`src/rtl/ula_dispatch_if.sv`:
```
// Bundles the instruction, ALU and result/debug signals of ula_dispatch.
// The slave modport is the dispatcher; master is whoever drives instructions and plays the ALU.
interface ula_dispatch_if;
    logic        instr_valid;
    logic [13:0] instr;
    logic        instr_ready;
    logic [3:0]  alu_op;
    logic [3:0]  alu_a;
    logic [3:0]  alu_b;
    logic [7:0]  alu_result;
    logic        alu_sinal;
    logic        result_valid;
    logic [7:0]  result_data;
    logic        flag_neg;
    logic        err;
    logic [1:0]  dbg_sel;
    logic [7:0]  dbg_data;

    modport slave (
        input  instr_valid, instr, alu_result, alu_sinal, dbg_sel,
        output instr_ready, alu_op, alu_a, alu_b, result_valid, result_data,
               flag_neg, err, dbg_data
    );

    modport master (
        output instr_valid, instr, alu_result, alu_sinal, dbg_sel,
        input  instr_ready, alu_op, alu_a, alu_b, result_valid, result_data,
               flag_neg, err, dbg_data
    );
endinterface

```
`src/rtl/ula_dispatch.sv`:
```
// Single-issue dispatcher: decodes 14-bit instructions, drives an external registered ALU, writes back into a 4x8 register file.
// Define ULA_DISPATCH_DIV0_EN to reject div (0111) whose divisor register reads zero instead of issuing it.
module ula_dispatch (
    input  logic           clk,
    input  logic           rst,
    ula_dispatch_if.slave  bus
);
    typedef enum logic [1:0] {
        IDLE = 2'b00,
        EXEC = 2'b01,
        CAPT = 2'b10
    } state_t;

    localparam logic [3:0] OP_NOP = 4'b0000;
    localparam logic [3:0] OP_DIV = 4'b0111;
    localparam logic [3:0] OP_LDI = 4'b1000;

    state_t      state_q, state_d;
    logic [7:0]  rf [0:3];
    logic [1:0]  rd_q;

    logic [3:0]  op;
    logic [1:0]  rd, rs1, rs2;
    logic [3:0]  imm;
    logic        is_alu, is_ldi, is_illegal, div0_block;
    logic        issue, ldi_wr, reject;

    assign op  = bus.instr[13:10];
    assign rd  = bus.instr[9:8];
    assign rs1 = bus.instr[7:6];
    assign rs2 = bus.instr[5:4];
    assign imm = bus.instr[3:0];

    assign is_alu     = (op != OP_NOP) && !op[3];
    assign is_ldi     = (op == OP_LDI);
    assign is_illegal = op[3] && (op != OP_LDI);

`ifdef ULA_DISPATCH_DIV0_EN
    assign div0_block = (op == OP_DIV) && (rf[rs2][3:0] == 4'h0);
`else
    assign div0_block = 1'b0;
`endif

    assign bus.instr_ready = (state_q == IDLE);
    assign bus.dbg_data    = rf[bus.dbg_sel];

    always_ff @(posedge clk or posedge rst) begin
        if (rst) state_q <= IDLE;
        else     state_q <= state_d;
    end

    always_comb begin
        // NOTE: every output of this block gets a default first so no path leaves it unassigned, which would infer a latch.
        state_d = state_q;
        issue   = 1'b0;
        ldi_wr  = 1'b0;
        reject  = 1'b0;
        case (state_q)
            IDLE: begin
                if (bus.instr_valid) begin
                    if (is_alu && !div0_block) begin
                        issue   = 1'b1;
                        state_d = EXEC;
                    end else if (is_ldi) begin
                        ldi_wr = 1'b1;
                    end else if (is_illegal || div0_block) begin
                        reject = 1'b1;
                    end
                end
            end
            EXEC:    state_d = CAPT;
            CAPT:    state_d = IDLE;
            default: state_d = IDLE;
        endcase
    end

    // Operands are read from rf in the accept cycle, so rs == rd sees the pre-write value.
    always_ff @(posedge clk or posedge rst) begin
        if (rst) begin
            // NOTE: the register file is cleared on reset because software relies on every register starting at zero.
            for (int i = 0; i < 4; i++) rf[i] <= 8'h00;
            rd_q             <= 2'd0;
            bus.alu_op       <= 4'h0;
            bus.alu_a        <= 4'h0;
            bus.alu_b        <= 4'h0;
            bus.result_valid <= 1'b0;
            bus.result_data  <= 8'h00;
            bus.flag_neg     <= 1'b0;
            bus.err          <= 1'b0;
        end else begin
            bus.result_valid <= 1'b0;
            bus.err          <= 1'b0;
            if (issue) begin
                bus.alu_op <= op;
                bus.alu_a  <= rf[rs1][3:0];
                bus.alu_b  <= rf[rs2][3:0];
                rd_q       <= rd;
            end
            if (ldi_wr) begin
                rf[rd]           <= {4'b0000, imm};
                bus.result_data  <= {4'b0000, imm};
                bus.result_valid <= 1'b1;
            end
            if (reject) bus.err <= 1'b1;
            if (state_q == CAPT) begin
                rf[rd_q]         <= bus.alu_result;
                bus.result_data  <= bus.alu_result;
                bus.flag_neg     <= bus.alu_sinal;
                bus.result_valid <= 1'b1;
                bus.alu_op       <= OP_NOP;
            end
        end
    end
endmodule

```
`src/flat_wrapper.sv`:
```
// flat-port wrapper written by rule: the top's interface ports become plain ports
module ula_dispatch_flat 
  (clk, rst, bus_instr_valid, bus_instr, bus_alu_result, bus_alu_sinal, bus_dbg_sel, bus_instr_ready, bus_alu_op, bus_alu_a, bus_alu_b, bus_result_valid, bus_result_data, bus_flag_neg, bus_err, bus_dbg_data);
  ula_dispatch_if bus_i ();
  input  logic clk;
  input  logic rst;
  input wire logic [$bits(bus_i.instr_valid)-1:0] bus_instr_valid;
  input wire logic [$bits(bus_i.instr)-1:0] bus_instr;
  input wire logic [$bits(bus_i.alu_result)-1:0] bus_alu_result;
  input wire logic [$bits(bus_i.alu_sinal)-1:0] bus_alu_sinal;
  input wire logic [$bits(bus_i.dbg_sel)-1:0] bus_dbg_sel;
  output wire logic [$bits(bus_i.instr_ready)-1:0] bus_instr_ready;
  output wire logic [$bits(bus_i.alu_op)-1:0] bus_alu_op;
  output wire logic [$bits(bus_i.alu_a)-1:0] bus_alu_a;
  output wire logic [$bits(bus_i.alu_b)-1:0] bus_alu_b;
  output wire logic [$bits(bus_i.result_valid)-1:0] bus_result_valid;
  output wire logic [$bits(bus_i.result_data)-1:0] bus_result_data;
  output wire logic [$bits(bus_i.flag_neg)-1:0] bus_flag_neg;
  output wire logic [$bits(bus_i.err)-1:0] bus_err;
  output wire logic [$bits(bus_i.dbg_data)-1:0] bus_dbg_data;
  assign bus_i.instr_valid = bus_instr_valid;
  assign bus_i.instr = bus_instr;
  assign bus_i.alu_result = bus_alu_result;
  assign bus_i.alu_sinal = bus_alu_sinal;
  assign bus_i.dbg_sel = bus_dbg_sel;
  assign bus_instr_ready = bus_i.instr_ready;
  assign bus_alu_op = bus_i.alu_op;
  assign bus_alu_a = bus_i.alu_a;
  assign bus_alu_b = bus_i.alu_b;
  assign bus_result_valid = bus_i.result_valid;
  assign bus_result_data = bus_i.result_data;
  assign bus_flag_neg = bus_i.flag_neg;
  assign bus_err = bus_i.err;
  assign bus_dbg_data = bus_i.dbg_data;
  ula_dispatch u_core (.clk(clk), .rst(rst), .bus(bus_i));
endmodule
```
`config.mk`:
```
export PLATFORM = sky130hd
export DESIGN_NAME = ula_dispatch_flat
export DESIGN_NICKNAME = d
export VERILOG_FILES = /design/src/rtl/ula_dispatch_if.sv /design/src/rtl/ula_dispatch.sv /design/src/flat_wrapper.sv
export SDC_FILE = /design/constraint.sdc
export NUM_CORES = 1
export LEC_CHECK = 0
export CAP_MARGIN = 20
export CORE_MARGIN = 1
export CORE_UTILIZATION = 52
export DETAILED_ROUTE_END_ITERATION = 10
export PLACE_DENSITY_LB_ADDON = 0.15
export SLEW_MARGIN = 20
export SYNTH_ARGS = -nofsm -noshare
export SYNTH_HDL_FRONTEND = slang
export SYNTH_SLANG_ARGS = --single-unit
```
`constraint.sdc`:
```
create_clock -name clk -period 2.2 [get_ports clk]
set_clock_uncertainty 0.05 [all_clocks]
set_input_delay 0.44 -clock clk [delete_from_list [all_inputs] [get_ports clk]]
set_output_delay 0.44 -clock clk [all_outputs]
set_load 0.005 [all_outputs]
```
# [After elaboration in Yosys (flattened, before gate mapping)]
# Cells that the tools add are included.
[classes] order_cmp=7 eq_ne=6 mux=39 bitwise=5 n_reduce_logical=10
[ops] cell="$bwmux 32" count=2
[ops] cell="$mux 32" count=2
[ops] cell="$bmux 8 s2" count=3
[ops] cell="$mux 8" count=6
[ops] cell="$demux 8 s2" count=2
[ops] cell="$mux 4" count=6
[ops] cell="$ge 3x3->1 const B" count=5
[ops] cell="$mux 1" count=15
[ops] cell="$not 2->3" count=5
[ops] cell="$lt 3x1->1 const B" count=2
[ops] cell="$eq 4x4->1 const B" count=1
[ops] cell="$logic_and 1x1->1" count=4
[ops] cell="$mux 2" count=2
[ops] cell="$ne 4x4->1 const B" count=1
[ops] cell="$pmux 2 s2" count=1
[ops] cell="$reduce_bool 2->1" count=2
[ops] cell="$reduce_bool 4->1" count=1
[ops] cell="$eq 2x1->1 const B" count=1
[ops] cell="$eq 2x2->1 const B" count=1
[ops] cell="$logic_not 2->1" count=1
[ops] cell="$ne 2x1->1 const B" count=1
[ops] cell="$ne 2x2->1 const B" count=1
[ops] cell="$reduce_and 2->1" count=1
[ops] cell="$logic_not 1->1" count=1
[word_totals] regBits=59 output_inout_bits=32 elab_cells=80

# [Logic depth before layout (Yosys ltp)]
[depth] depth_word=9 depth_mapped=6

# [Least setup slack after synthesis]
# No wires, ideal clock.
[synth_timing] path_type="input to output" startpoint="input bus_dbg_sel[1]" endpoint="output bus_dbg_data[7]" arrival_ns=1.268 t_required_ns=1.710 setup_slack_ns=0.442 stages=2 n_path_buf=1 cell_sequence="clkbuf_1 > mux4_2"
[synth_via] elab_chain_cells=4
[synth_lines] item="start, declared" line="flat_wrapper.sv:11" source="input wire logic [$bits(bus_i.dbg_sel)-1:0] bus_dbg_sel;"
[synth_lines] item="$not 2->3 (implied by the code)" line="ula_dispatch.sv:45" source="assign bus.dbg_data = rf[bus.dbg_sel];"
[synth_lines] item="$bmux 8 s2" line="ula_dispatch.sv:45"
[synth_lines] item="$mux 8 (implied by the code) (2 in series)" line="ula_dispatch.sv:45"
[synth_lines] item="end, declared" line="flat_wrapper.sv:20" source="output wire logic [$bits(bus_i.dbg_data)-1:0] bus_dbg_data;"
# No other way between the ends. The select of a mux whose other input is x is not followed.

# [Final worst setup path]
[layout_timing] startpoint="input bus_dbg_sel[0]" endpoint="output bus_dbg_data[3]"
# Same word-level chain as after synthesis.

==> parameters.txt <==
Parameter                              Value

GRT
  Met2 Use GR    41.7%
  Antenna violations before repair    0
  Overall fraction of global-route tracks in use    26.3%
  Met3 routing resource usage after global routing    4.25%
  Sum of overflow across all layers after global routing    0
  Pin count of the biggest net entering global routing    60
  Vias in the first global route    2458
  Top Usage Layer GRT    met2
  Global-route met1 utilization    36.5%
  Wire length of the first global-routing pass    12.3 mm

Timing
  Transition time of the tightest slew-check pin    619 ps
  Worst rel slew slack    58.5%
  Final clock period utilization by the worst path    95.8%
  Hold Slack    414 ps
  Finish-stage setup viols    0
  Fmax    0.474 GHz
  Final worst path period need    2110 ps
  Final-report hold violation count    0
  RSZ-0062 raised after global routing    false
  Number of max-slew violations in the final report    0

Flow run
  MaxCap Viol Count    0

Pwr
  Power density over cell area    1070 nW/um^2
  Relative contribution of the clock network to total power    23.6%
  Maximum vdd drop    461 uV
  Share of power burned in registers    43.4%
  Sw power    1.31 mW
  Switching fraction of total power    30.2%
  Tot Pwr    4.34 mW
  Internal Dissipation    3.03 mW
  Part of the power in combinational logic    33.0%
  Leakage power    1.68 nW

Floorplanning
  Row count    27
  Die ar.    6230 um^2
  Initial core utilization    54.8%
  I/O pins    60
  Vert. Die Dim    78.9 um
  Placeable core region    5610 um^2
  Floorplan die width    78.9 um

Finish
  Inserted Diodes    0
  Leading cell types in the layout, fill and taps excluded    dfrtp_1 (59), clkdlybuf4s50_1 (49), nor2_1 (19), nand2_1 (17)
  Synthesis-to-layout area growth    31.7%
  Layout cells sized above 1    24.9%
  Final cell count without fillers    401
  Layout Cell Area excl Fill    4050 um^2
  Commonest non-fill, non-tap cell in the layout    dfrtp_1
  Filler cells    422
  Count of nets after finishing    352

Critical path
  Maximum cell stage delay along the critical path    470 ps
  Endpoint class of the critical path    output pin
  Kind of start point of the critical path    input pin
  Setup CP Type    in2out
  Critical path data required time    1710 ps
  Crit path max fanout    4
  Slowest cell on crit path    mux4_2
  Endpoint arrival time on the critical path    1620 ps
  Worst-path cell chain    clkdlybuf4s15_2 -> buf_6 -> buf_4 -> mux4_2 -> dlygate4sd2_1

Synth
  Net Count, Synth    287
  Synth Cell Area    3080 um^2
  Sequential area share after synthesis    48.0%
  Flip-flop and latch count after synthesis    59
  Average size of a mapped cell    11.9 um^2
  Number of synthesized flops with an enable pin    0
  Synthesized instance count    259
  Count of unique library cells instantiated by Yosys    35
  Total number of yosys warnings    0
  Async set-reset flop share out of synthesis    100%
  Most used flip-flop cell after synthesis    dfrtp_1

Placed design
  GPL Wtd Cong    0.861
  Cell Count Post-Placement    384
  Input/output buffers    59
  Post-place instance area    3820 um^2
  Half-perimeter wire length after detailed placement    5.25 mm

Route
  Average wire length per cell after detail routing    17.9 um
  Number of vias after detailed routing    2411
  Final wirelength    7.18 mm
  Drt via density    6.01
  First-pass detailed-route iteration total    4
  Drt initial violations    197
  Total DRC errors in the routed layout    0
  Residual antenna-violating net count after detailed routing    0

Outcome
  Outcome    finished, final reports clean

Clock network
  Hold_buf cts    0
  H-tree levels    3
  Maximum buffer depth of the clock tree    2
  Clock latency of the later-clocked register in the worst-skew pair    330 ps
  Number of buffers created by CTS    9
  CTS tree    built
  Clock root cell    clkbuf_8
  Clock slew at the register clock pins of the worst setup and hold paths    80 ps
  Number of sinks on the clock net    59

Min path
  Worst min-delay path class    in2async
==> state kept, by name, indices dropped and copies added (netlist names) <==
name                     cells
u_core.bus.alu_a             4
u_core.bus.alu_b             4
u_core.bus.alu_op            4
u_core.bus.err               1
u_core.bus.flag_neg          1
u_core.bus.result_data       8
u_core.bus.result_valid      1
u_core.rd_q                  2
u_core.rf                   32
u_core.state_q               2
==> power groups by stage <==
| stage | clock, mW | sequential [mW] | combinational [mW] |
|---|---|---|---|
| floorplan | 0 | 1.77 | 0.841 |
| global placement | 0 | 1.87 | 1.43 |
| detailed placement | 0 | 1.90 | 1.48 |
| CTS | 1.04 | 1.88 | 1.46 |
| global route | 1.10 | 1.94 | 1.57 |
| finish | 1.02 | 1.89 | 1.43 |
==> layer usage <==
metal,routed length (um),up-vias
met3,387,11
met4,100,0
met5,0,-
met1,3190,1178
met2,3500,88
li1,-,1134
==> final cells by class <==
type	instances	area (um^2)	area share [%]
inverters	7	26.3	0.649
clock inverters	7	85.1	2.10
multi-input cells	171	1480	36.4
clock buffers	9	124	3.06
repair buffers	76	772	19.1
flip-flops and latches	59	1480	36.5
well taps	72	90.1	2.22
==> repair_timing <==
action / in CTS / in global routing
resized for setup: 11 / 4
hold endpoints to repair: 0 / 0
setup endpoints to repair: 8 / 4
cloned: 0 / 0
setup buffers: 1 / 0
==> per-stage QoR <==
step / setup WS (ps) / utilization [%] / setup TNS [ps]
3_5_place_dp: -342 / 68.1 / -2490
6_report: 91.9 / 72.2 / 0
2_1_floorplan: 254 / - / 0
3_3_place_gp: -315 / 68.1 / -2330
4_1_cts: 1.19 / 72.0 / 0
5_1_grt: 55.5 / 72.2 / 0
==> Yosys cell counts (all sizes together) (3+ instances only) <==
| cell type | instances | area share (%) |
|---|---|---|
| a22o | 4 | 1.1 |
| a31oi | 16 | 3.3 |
| and3 | 4 | 0.81 |
| buf | 7 | 1.5 |
| clkbuf | 15 | 1.9 |
| dfrtp | 59 | 48 |
| inv | 7 | 0.85 |
| mux2 | 22 | 9.0 |
| mux4 | 16 | 12 |
| nand2 | 17 | 2.1 |
| nand3 | 4 | 0.65 |
| nand4 | 12 | 2.4 |
| nand4bb | 3 | 1.1 |
| nor2 | 19 | 2.3 |
| nor2b | 6 | 1.3 |
| nor3 | 5 | 1.5 |
| o22ai | 16 | 3.3 |
| o31ai | 16 | 3.9 |
==> critical path, delay by kind of cell <==
family	cells	cell delay, ps
mux	1	470
buf+inv	4	700
==> worst paths after layout <==
kind,startpoint,to,slack (ps),depth (start not counted)
max in group asynchronous,rst,u_core.bus.alu_a[3]$_DFFE_PP0P_,1420,3
setup / recovery,bus_dbg_sel[0],bus_dbg_data[3],90,5
hold / removal,rst,u_core.bus.result_data[7]$_DFFE_PP0P_,410,3
min in group clk,u_core.bus.result_data[1]$_DFFE_PP0P_,u_core.bus.result_data[1]$_DFFE_PP0P_,460,1
hold reg to reg,u_core.bus.result_data[1]$_DFFE_PP0P_,u_core.bus.result_data[1]$_DFFE_PP0P_,460,1
setup reg to reg,u_core.state_q[0]$_DFFE_PP0P_,u_core.rf[26]$_DFF_PP0_,460,3
==> logic make-up (layout without fill, tap and decap cells) <==
group | Yosys count | after routing | share of synthesized area (%)
compound gates | 53 | 53 | 12.1
buf+inv | 29 | 99 | 4.23
mux | 38 | 38 | 20.7
flops | 59 | 59 | 48.0
simple gates | 80 | 80 | 14.9
No activity file was read; power rests on OpenSTA's default activity.
